### config.mk
export PLATFORM = sky130hd
export DESIGN_NAME = inv_shift_sub_rows
export DESIGN_NICKNAME = d
export VERILOG_FILES = /design/src/rtl/aes_pkg.sv /design/src/rtl/inv_sbox.sv /design/src/rtl/inv_shift_sub_rows.sv
export SDC_FILE = /design/constraint.sdc
export NUM_CORES = 1
export LEC_CHECK = 0
export ABC_AREA = 1
export CAP_MARGIN = 10
export CORE_ASPECT_RATIO = 1.2
export CORE_MARGIN = 2
export CORE_UTILIZATION = 54
export DETAILED_ROUTE_END_ITERATION = 7
export GPL_TIMING_DRIVEN = 0
export PLACE_DENSITY = 0.79
export SYNTH_ARGS = -nofsm -noshare
export SYNTH_HDL_FRONTEND = slang
export SYNTH_HIERARCHICAL = 1
export SYNTH_SLANG_ARGS = --single-unit
### constraint.sdc
create_clock -name clk -period 12.2 [get_ports clk]
set_clock_uncertainty 0.1 [all_clocks]
set_input_delay 1.22 -clock clk [delete_from_list [all_inputs] [get_ports clk]]
set_output_delay 1.22 -clock clk [all_outputs]
set_load 0.1 [all_outputs]
### src/rtl/aes_pkg.sv
// Shared AES constants, the InvShiftRows byte-index map and the inverse-round FSM type.
// Latency: n/a (declarations only).
// Backpressure: n/a.
// Byte ordering: state bits [0:127], byte i = bits [8i +: 8], row = i mod 4, column = i div 4.
package aes_pkg;

    localparam int STATE_W   = 128;
    localparam int BYTE_W    = 8;
    localparam int NUM_BYTES = STATE_W / BYTE_W;

    typedef enum logic [1:0] {
        IDLE = 2'd0,
        SUB  = 2'd1,
        DONE = 2'd2
    } inv_round_state_e;

    // Index of the input byte that lands in output byte idx after InvShiftRows:
    // out byte (r + 4c) = in byte (r + 4*((c - r) mod 4)).
    function automatic int unsigned inv_shift_rows_src(input int unsigned idx);
        int unsigned r;
        int unsigned c;
        r = idx % 4;
        c = idx / 4;
        return r + 4 * ((c + 4 - r) % 4);
    endfunction

endpackage

### src/rtl/inv_sbox.sv
// Combinational AES inverse S-box, one byte in, one byte out.
// Latency: 0 cycles (pure lookup).
// Backpressure: none, no state.
// Ports: address = byte to substitute, sbox_data = InvSubBytes(address).
module inv_sbox (
    input  logic [7:0] address,
    output logic [7:0] sbox_data
);

    // Element 0 is the leftmost byte of the first row.
    localparam logic [0:255][7:0] INV_SBOX = {
        128'h52096ad53036a538bf40a39e81f3d7fb,
        128'h7ce339829b2fff87348e4344c4dee9cb,
        128'h547b9432a6c2233dee4c950b42fac34e,
        128'h082ea16628d924b2765ba2496d8bd125,
        128'h72f8f66486689816d4a45ccc5d65b692,
        128'h6c704850fdedb9da5e154657a78d9d84,
        128'h90d8ab008cbcd30af7e45805b8b34506,
        128'hd02c1e8fca3f0f02c1afbd0301138a6b,
        128'h3a9111414f67dcea97f2cfcef0b4e673,
        128'h96ac7422e7ad3585e2f937e81c75df6e,
        128'h47f11a711d29c5896fb7620eaa18be1b,
        128'hfc563e4bc6d279209adbc0fe78cd5af4,
        128'h1fdda8338807c731b11210592780ec5f,
        128'h60517fa919b54a0d2de57a9f93c99cef,
        128'ha0e03b4dae2af5b0c8ebbb3c83539961,
        128'h172b047eba77d626e169146355210c7d
    };

    assign sbox_data = INV_SBOX[address];

endmodule

### src/rtl/inv_shift_sub_rows.sv
// Iterative InvShiftRows + InvSubBytes stage: permutes on accept, then substitutes LANES bytes per cycle.
// Latency: accept at edge T, out_valid after edge T + 16/LANES (same for sub_en 0 and 1).
// Backpressure: single-entry; in_ready only in IDLE, DONE holds out_state until out_ready.
// Ports: clk/reset (sync, active-high); in_valid/in_ready/in_state/in_sub_en input handshake;
//        out_valid/out_ready/out_state output handshake. LANES = parallel inv_sbox count (1,2,4,8,16).
module inv_shift_sub_rows
    import aes_pkg::*;
#(
    parameter int LANES = 4
) (
    input  logic               clk,
    input  logic               reset,
    input  logic               in_valid,
    output logic               in_ready,
    input  logic [0:STATE_W-1] in_state,
    input  logic               in_sub_en,
    output logic               out_valid,
    input  logic               out_ready,
    output logic [0:STATE_W-1] out_state
);

    localparam int NSTEP = NUM_BYTES / LANES;
    localparam int CNT_W = (NSTEP > 1) ? $clog2(NSTEP) : 1;
    localparam logic [CNT_W-1:0] CNT_LAST = CNT_W'(NSTEP - 1);

    inv_round_state_e   fsm_q, fsm_d;
    logic [CNT_W-1:0]   cnt_q, cnt_d;
    logic               sub_en_q, sub_en_d;
    logic [0:STATE_W-1] state_q, state_d;

    logic [0:STATE_W-1] shifted;
    logic [BYTE_W-1:0]  lane_in  [LANES];
    logic [BYTE_W-1:0]  lane_out [LANES];

    // InvShiftRows is pure wiring, applied as the state is captured.
    for (genvar i = 0; i < NUM_BYTES; i++) begin : g_isr
        localparam int SRC = int'(inv_shift_rows_src(i));
        assign shifted[BYTE_W*i +: BYTE_W] = in_state[BYTE_W*SRC +: BYTE_W];
    end

    // Lane l handles byte LANES*cnt + l of the current window.
    always_comb begin
        for (int l = 0; l < LANES; l++) begin
            lane_in[l] = state_q[BYTE_W*(LANES*int'(cnt_q) + l) +: BYTE_W];
        end
    end

    for (genvar l = 0; l < LANES; l++) begin : g_lane
        inv_sbox u_inv_sbox (
            .address   (lane_in[l]),
            .sbox_data (lane_out[l])
        );
    end

    always_comb begin
        fsm_d    = fsm_q;
        cnt_d    = cnt_q;
        sub_en_d = sub_en_q;
        state_d  = state_q;
        unique case (fsm_q)
            IDLE: begin
                if (in_valid) begin
                    state_d  = shifted;
                    sub_en_d = in_sub_en;
                    cnt_d    = '0;
                    fsm_d    = SUB;
                end
            end
            SUB: begin
                // Window still walks when sub_en is 0 so the cycle count is data-independent.
                if (sub_en_q) begin
                    for (int l = 0; l < LANES; l++) begin
                        state_d[BYTE_W*(LANES*int'(cnt_q) + l) +: BYTE_W] = lane_out[l];
                    end
                end
                if (cnt_q == CNT_LAST) begin
                    fsm_d = DONE;
                end else begin
                    cnt_d = cnt_q + 1'b1;
                end
            end
            DONE: begin
                if (out_ready) begin
                    fsm_d = IDLE;
                end
            end
            default: begin
                fsm_d = IDLE;
            end
        endcase
    end

    always_ff @(posedge clk) begin
        if (reset) begin
            fsm_q    <= IDLE;
            cnt_q    <= '0;
            sub_en_q <= 1'b0;
            state_q  <= '0;
        end else begin
            fsm_q    <= fsm_d;
            cnt_q    <= cnt_d;
            sub_en_q <= sub_en_d;
            state_q  <= state_d;
        end
    end

    // Handshake outputs decode registered state only.
    assign in_ready  = (fsm_q == IDLE);
    assign out_valid = (fsm_q == DONE);
    assign out_state = state_q;

endmodule

==> results by stage, run 1 <==
Synthesis:
- The net count of the mapped netlist is 4246.
- The area fraction of the dominant cell type after synthesis is 24.3%.
- In the synthesized netlist the dominant register cell turns out to be dfxtp_1.
- Ranked by instance count, the synthesized netlist is headed by nand2_1 (1341), nand3_1 (994), nor2_1 (438).
- After synthesis the cells add up to ~21000 um^2.
- In the post-synthesis netlist, the biggest area contributors are nand2_1 (24%), nand3_1 (24%), dfxtp_1 (13%).
- nand2_1 takes more of the synthesized area than any other cell.
- The share of flip-flops with an asynchronous set or reset is 0%.
- Averaged over all synthesized cells, the footprint is slightly above 5 um^2.
- The flop and latch count out of synthesis is 133.
- The synthesized instance count is approximately 4000.
- In this run, synthesis inferred 0 flip-flops with an integrated enable.
- The number of warnings printed during yosys synthesis is 6.
- The netlist uses 31 different library cells.
- The most common cell in the netlist is nand2_1.
- The sequential fraction of the synthesis area is 12.8%.

Clocking:
- The H-tree was split into 4 levels.
- The clock net sink count is between 100 and 150.
- The maximum count of clock buffers along a single path is 2.
- The cell sitting at the root of the clock tree is a clkbuf_16.
- The number of hold buffers added after cts is 0.
- Post-CTS repair changed the size of 0 cells.
- After clock tree synthesis, the setup repair step added 0 buffers.
- The number of CTS-inserted buffers is 17.

Outcome:
- The first error in the log reads "[ERROR GRT-0116] Global routing finished with congestion. Check the congestion regions in the DRC Viewer".
- The last flow stage reached is global routing (5_1_grt).
- The flow did not finish.

Global routing:
- Entering global routing, the biggest net connects 17 pins.
- The total track usage is 67.4%.
- The wire length of the first global-routing pass is 204000 um.
- After global routing the overflow that remains totals 5.
- The number of global-route vias before repair is approximately 33000.

Floorplanning:
- The initial cell density of the core is 54.8%.
- The die extent in x is approximately 180 um.
- The die is 219 um tall.
- 263 I/O pins were placed.
- The initialized floorplan defines 78 standard-cell rows.

Placed design:
- The number of buffer cells added on primary ports is 262.
- Routability-driven placement finished with a final weighted congestion of 1.47.
- Counting tap cells, the placed design contains a total of 4773 instances.
- The instance area after placement is 24000 um^2.
- The detailed placer's ending HPWL is 95400 um.
[metal layers]
layer	track usage (%)	GRT overflow
met1	70.7	0
met2	85.3	1
met3	50.9	0
met4	58.7	4
met5	15.3	0
[kinds of logic after synthesis]
group | share of synthesized area (%)
adders and majority gates | 5.07
and+or+nand+nor | 60.4
buffers and inverters | 12.9
DFF | 12.8
AOI/OAI and AO/OA | 8.77
[per-stage QoR]
stage / setup WS [ns] / util (%)
after CTS: 6.33 / 64.8
after detailed placement: 6.31 / 63.3
after global placement: 5.81 / 63.3
after floorplan: 8.04 / -
==> run 2: changes to the inputs <==
--- a/config.mk
+++ b/config.mk
@@ -7,12 +7,11 @@
 export LEC_CHECK = 0
 export ABC_AREA = 1
 export CAP_MARGIN = 10
-export CORE_ASPECT_RATIO = 1.2
 export CORE_MARGIN = 2
-export CORE_UTILIZATION = 54
+export CORE_UTILIZATION = 39
 export DETAILED_ROUTE_END_ITERATION = 7
 export GPL_TIMING_DRIVEN = 0
-export PLACE_DENSITY = 0.79
+export PLACE_DENSITY_LB_ADDON = 0.15
 export SYNTH_ARGS = -nofsm -noshare
 export SYNTH_HDL_FRONTEND = slang
 export SYNTH_HIERARCHICAL = 1
==> run 2 against run 1 <==
The flow now finishes, with violations (DRC). Synthesized area is the same. Synthesized cell count is the same.
==> results by stage, run 2 <==
Outcome:
- Status: finished, violations left (was stopped before the end).
- The final reports fail on DRC.

Cells and area:
- From synthesis to final layout, the design area changed by 19.8%.
- The share of the core filled with cells is 47.3%.
- The flip-flop count of the largest register after layout is 128.
- Leaving out filler cells and counting taps, the final layout contains between 5000 and 6000.
- The fraction of final layout cells with drive strength greater than 1 is under 10%.
- The library cells used most frequently in the layout, excluding fill and tap cells, are nand2_1 (1341), nand3_1 (994), nor2_1 (438).
- The net count of the finished layout is between 4000 and 5000.
- The library cell used most frequently in the layout, excluding fill and tap cells, is nand2_1.

Setup path:
- The critical path data required time is between 10 and 15 ns.
- On the critical path, the stage with the largest delay is an instance of a21oi_2.
- The critical path goes through buf_2, clkinv_1, buf_2, clkbuf_1, nand2_1, a21oi_2, inv_1, ha_1, buf_4, inv_1, nand2_1, buf_4, nand3_1, a21oi_1, nand2_1, nand3_1, nand3_1, nand2_1, inv_1, nor2_1, nand3_1, nand2_1, nor2_1, nor2_1.
- The cell repeated most along the worst path is nand2_1.
- The critical path contains buffers and inverters numbering 9 combined.
- The kind of start point of the critical path is a register.
- The capturing element type of the critical path is a register.
- For the worst setup path, the data arrival time is 6.50 ns.
- The largest stage delay on the critical path is 0.84 ns.
- The critical path is of the register to register type.
- Along the worst path, the maximum fanout reaches 12.
- On the critical path the largest part of the delay comes from buffers and inverters.

Power and ir drop:
- The total power consumption of the routed design is 5.04 mW.
- The worst-case IR drop observed on VDD is 0.120 mV.
- The leakage power is 12.4 nW.
- Dividing total power by cell area gives a power density of 203 nW/um^2.

Synthesis:
- The number of synthesized flops with an enable pin came to 0 (unchanged).
- The count of unique library cells instantiated by Yosys is 31 (unchanged).
- The net count of the mapped netlist was 4246 (unchanged).
- The most common cell in the netlist is nand2_1 (unchanged).
- The number of warnings printed during yosys synthesis is 6 (unchanged).
- Ranking of synthesized cells by instance count: nand2_1 (1341), nand3_1 (994), nor2_1 (438) (unchanged).
- The synthesized instance count was 4029 (unchanged).
- The share of flip-flops with an asynchronous set or reset is 0% (unchanged).
- The main flop type after synthesis is dfxtp_1 (unchanged).
- The sequential fraction of the synthesis area is 12.8% (unchanged).
- The total standard cell area after synthesis is 20700 um^2 (unchanged).
- The area fraction of the dominant cell type after synthesis is 24.3% (unchanged).
- Cell types with the largest area share after synthesis: nand2_1 (24%), nand3_1 (24%), dfxtp_1 (13%) (unchanged).
- The flop and latch count out of synthesis is 133 (unchanged).
- The most area-hungry cell type in the Yosys netlist is nand2_1 (unchanged).
- The average cell area after synthesis came to 5.15 um^2 (unchanged).

Routing:
- The post-route DRC violation count is 1.
- The routed layout has 31500 vias.
- The pre-antenna-repair detailed-routing pass consisted of 8 iterations.
- In the detailed route, the total length drawn on met2 is 55300 um.
- The detailed router put a total of 45600 um of wire on met1.
- For this block, the initial DRC count from the detailed router was 5339.
- The highest layer touched by signal routing is met5.
- Once detail routing completed, the nets flagged for antenna violations numbered 0.
- Dividing the detail-routed wire length by the instance count gives 27.1 um.
- The routed length on met3 is 21800 um.
- The total wire length after detailed routing is 136000 um.
- The vias per cell is roughly 6.3.

Global routing:
- The initial antenna violation count is 5.
- The sum of overflow across all layers after global routing is 0.
- The largest net degree at the start of global routing is 17.
- In the global route stage, overall resource usage came out at 47.7%.
- The number of global-route vias before repair was 29200.
- The first global-routing pass estimated 193000 um of wire.

Placed design:
- The number of buffer cells added on primary ports is 262 (unchanged).
- The detailed placer's ending HPWL is 102000 um (was 95400 um).
- The post-placement cell count is 4981 (was 4773).
- The pre-CTS setup slack came to 6.37 ns (was 6.31 ns).
- The global placer's final weighted congestion was 1.12 (was 1.47).

Clocking:
- The count of buffers added by post-CTS timing repair for setup is 0 (unchanged).
- The clock-pin slew on the worst setup and hold paths is 0.07 ns.
- The number of hold buffers added after cts came to 0 (unchanged).
- The cell chosen for the clock root is clkbuf_16 (unchanged).
- The number of CTS-inserted buffers was 17 (unchanged).
- The clock net sink count came to 133 (unchanged).
- The CTS tree is built.
- The clock insertion delay at the later pin of the skew report is 0.45 ns.
- The maximum count of clock buffers along a single path is 2 (unchanged).
- The number of gates given a new drive strength after cts came to 0 (unchanged).
- The level count of the clock H-tree is 4 (unchanged).

Floorplanning:
- After floorplanning, the core was sized to cover 52600 um^2.
- The initial cell density of the core is 39.5% (was 54.8%).
- The die covers 55000 um^2.
- The die extent in x is 235 um (was 183 um).
- The die height is 235 um (was 219 um).
- The top-level I/O count is 263 (unchanged).
- The floorplan row count is 84 (was 78).

Timing:
- Setup repair after global routing left no endpoint under its margin.
- The achievable frequency is 161 MHz.
- The total count of hold-check failures in the final report is 0.
- The worst max-slew margin expressed relative to the limit is 6.36%.
- The number of setup violations in the final report is 0.
- The clock period minus final worst setup slack is 6.21 ns.
- The total negative slack is 0 ns.
- The slew at the pin with the worst max-slew slack is 1.40 ns.
- In the finished design, the share of the clock period the worst path needs comes to 50.9%.
- The number of pins exceeding their max-slew limit in the final report came to 0.
- The minimum setup slack in the final design is 5.99 ns.

Hold path:
- The min-delay analysis places its worst path in the category register to register.

Flow run:
- The reported max-cap violation count is 0.
[run 2: cell counts after synthesis]
Identical to the previous run, type by type.
[run 2: path summary, 6_finish.rpt]
| path | from | to | slack [ns] | cells after the start |
|---|---|---|---|---|
| setup / recovery | cnt_q[0]$_SDFFE_PP0P_ | out_state[3]$_SDFFE_PP0P_ | 5.99 | 24 |
| hold / removal | sub_en_q$_SDFFE_PP0P_ | sub_en_q$_SDFFE_PP0P_ | 0.40 | 2 |
| setup reg to reg | cnt_q[0]$_SDFFE_PP0P_ | out_state[3]$_SDFFE_PP0P_ | 5.99 | 24 |
| hold reg to reg | sub_en_q$_SDFFE_PP0P_ | sub_en_q$_SDFFE_PP0P_ | 0.40 | 2 |
[run 2: metrics by stage]
stage	hold WS, ns	area, um^2
detailed placement	0.382	24300
floorplan	0.352	20700
CTS	0.396	24800
global route	0.450	24900
global placement	0.370	24200
finish	0.404	24900
[run 2: cells by family (layout without fill, tap and decap cells)]
family          Yosys count  count (layout)  synth area share (%)
compound gates          342             342                  8.77
fa+ha+maj                84              84                  5.07
buf+inv                 582             878                  12.9
flops                   133             133                  12.8
other cells               0               3                     0
simple gates           2888            2888                  60.4
[run 2: where the power goes]
group	total, mW	internal, mW	switching [mW]
Clock	0.530	0.312	0.218
Combinational	3.95	0.993	2.95
Sequential	0.565	0.486	0.0787
[run 2: cell type report]
type | count | area [um^2]
inverters | 279 | 1060
clock buffers | 21 | 460
fillers | 5836 | 27700
flip-flops and latches | 133 | 2660
repair buffers | 264 | 2650
well taps | 688 | 861
multi-input cells | 3314 | 15400
plain buffers | 303 | 1620
clock inverters | 11 | 126
diodes | 3 | 7.51
[run 2: worst reg2reg max path: stages (launching register included)]
cell	delay [ns]
dfxtp_1	0.33
buf_2	0.16
clkinv_1	0.10
buf_2	0.27
clkbuf_1	0.75
nand2_1	0.18
a21oi_2	0.84
inv_1	0.62
ha_1	0.46
buf_4	0.17
inv_1	0.10
nand2_1	0.09
buf_4	0.23
nand3_1	0.30
a21oi_1	0.40
nand2_1	0.09
nand3_1	0.13
nand3_1	0.08
nand2_1	0.24
inv_1	0.07
nor2_1	0.13
nand3_1	0.09
nand2_1	0.08
nor2_1	0.04
nor2_1	0.10
[run 2: routing by layer]
metal	up-vias	global-route usage, %
li1	13600	-
met3	918	18.5
met1	13800	55.2
met4	4	35.9
met5	-	0
met2	3153	70.7
No activity file was read; power rests on OpenSTA's default activity.
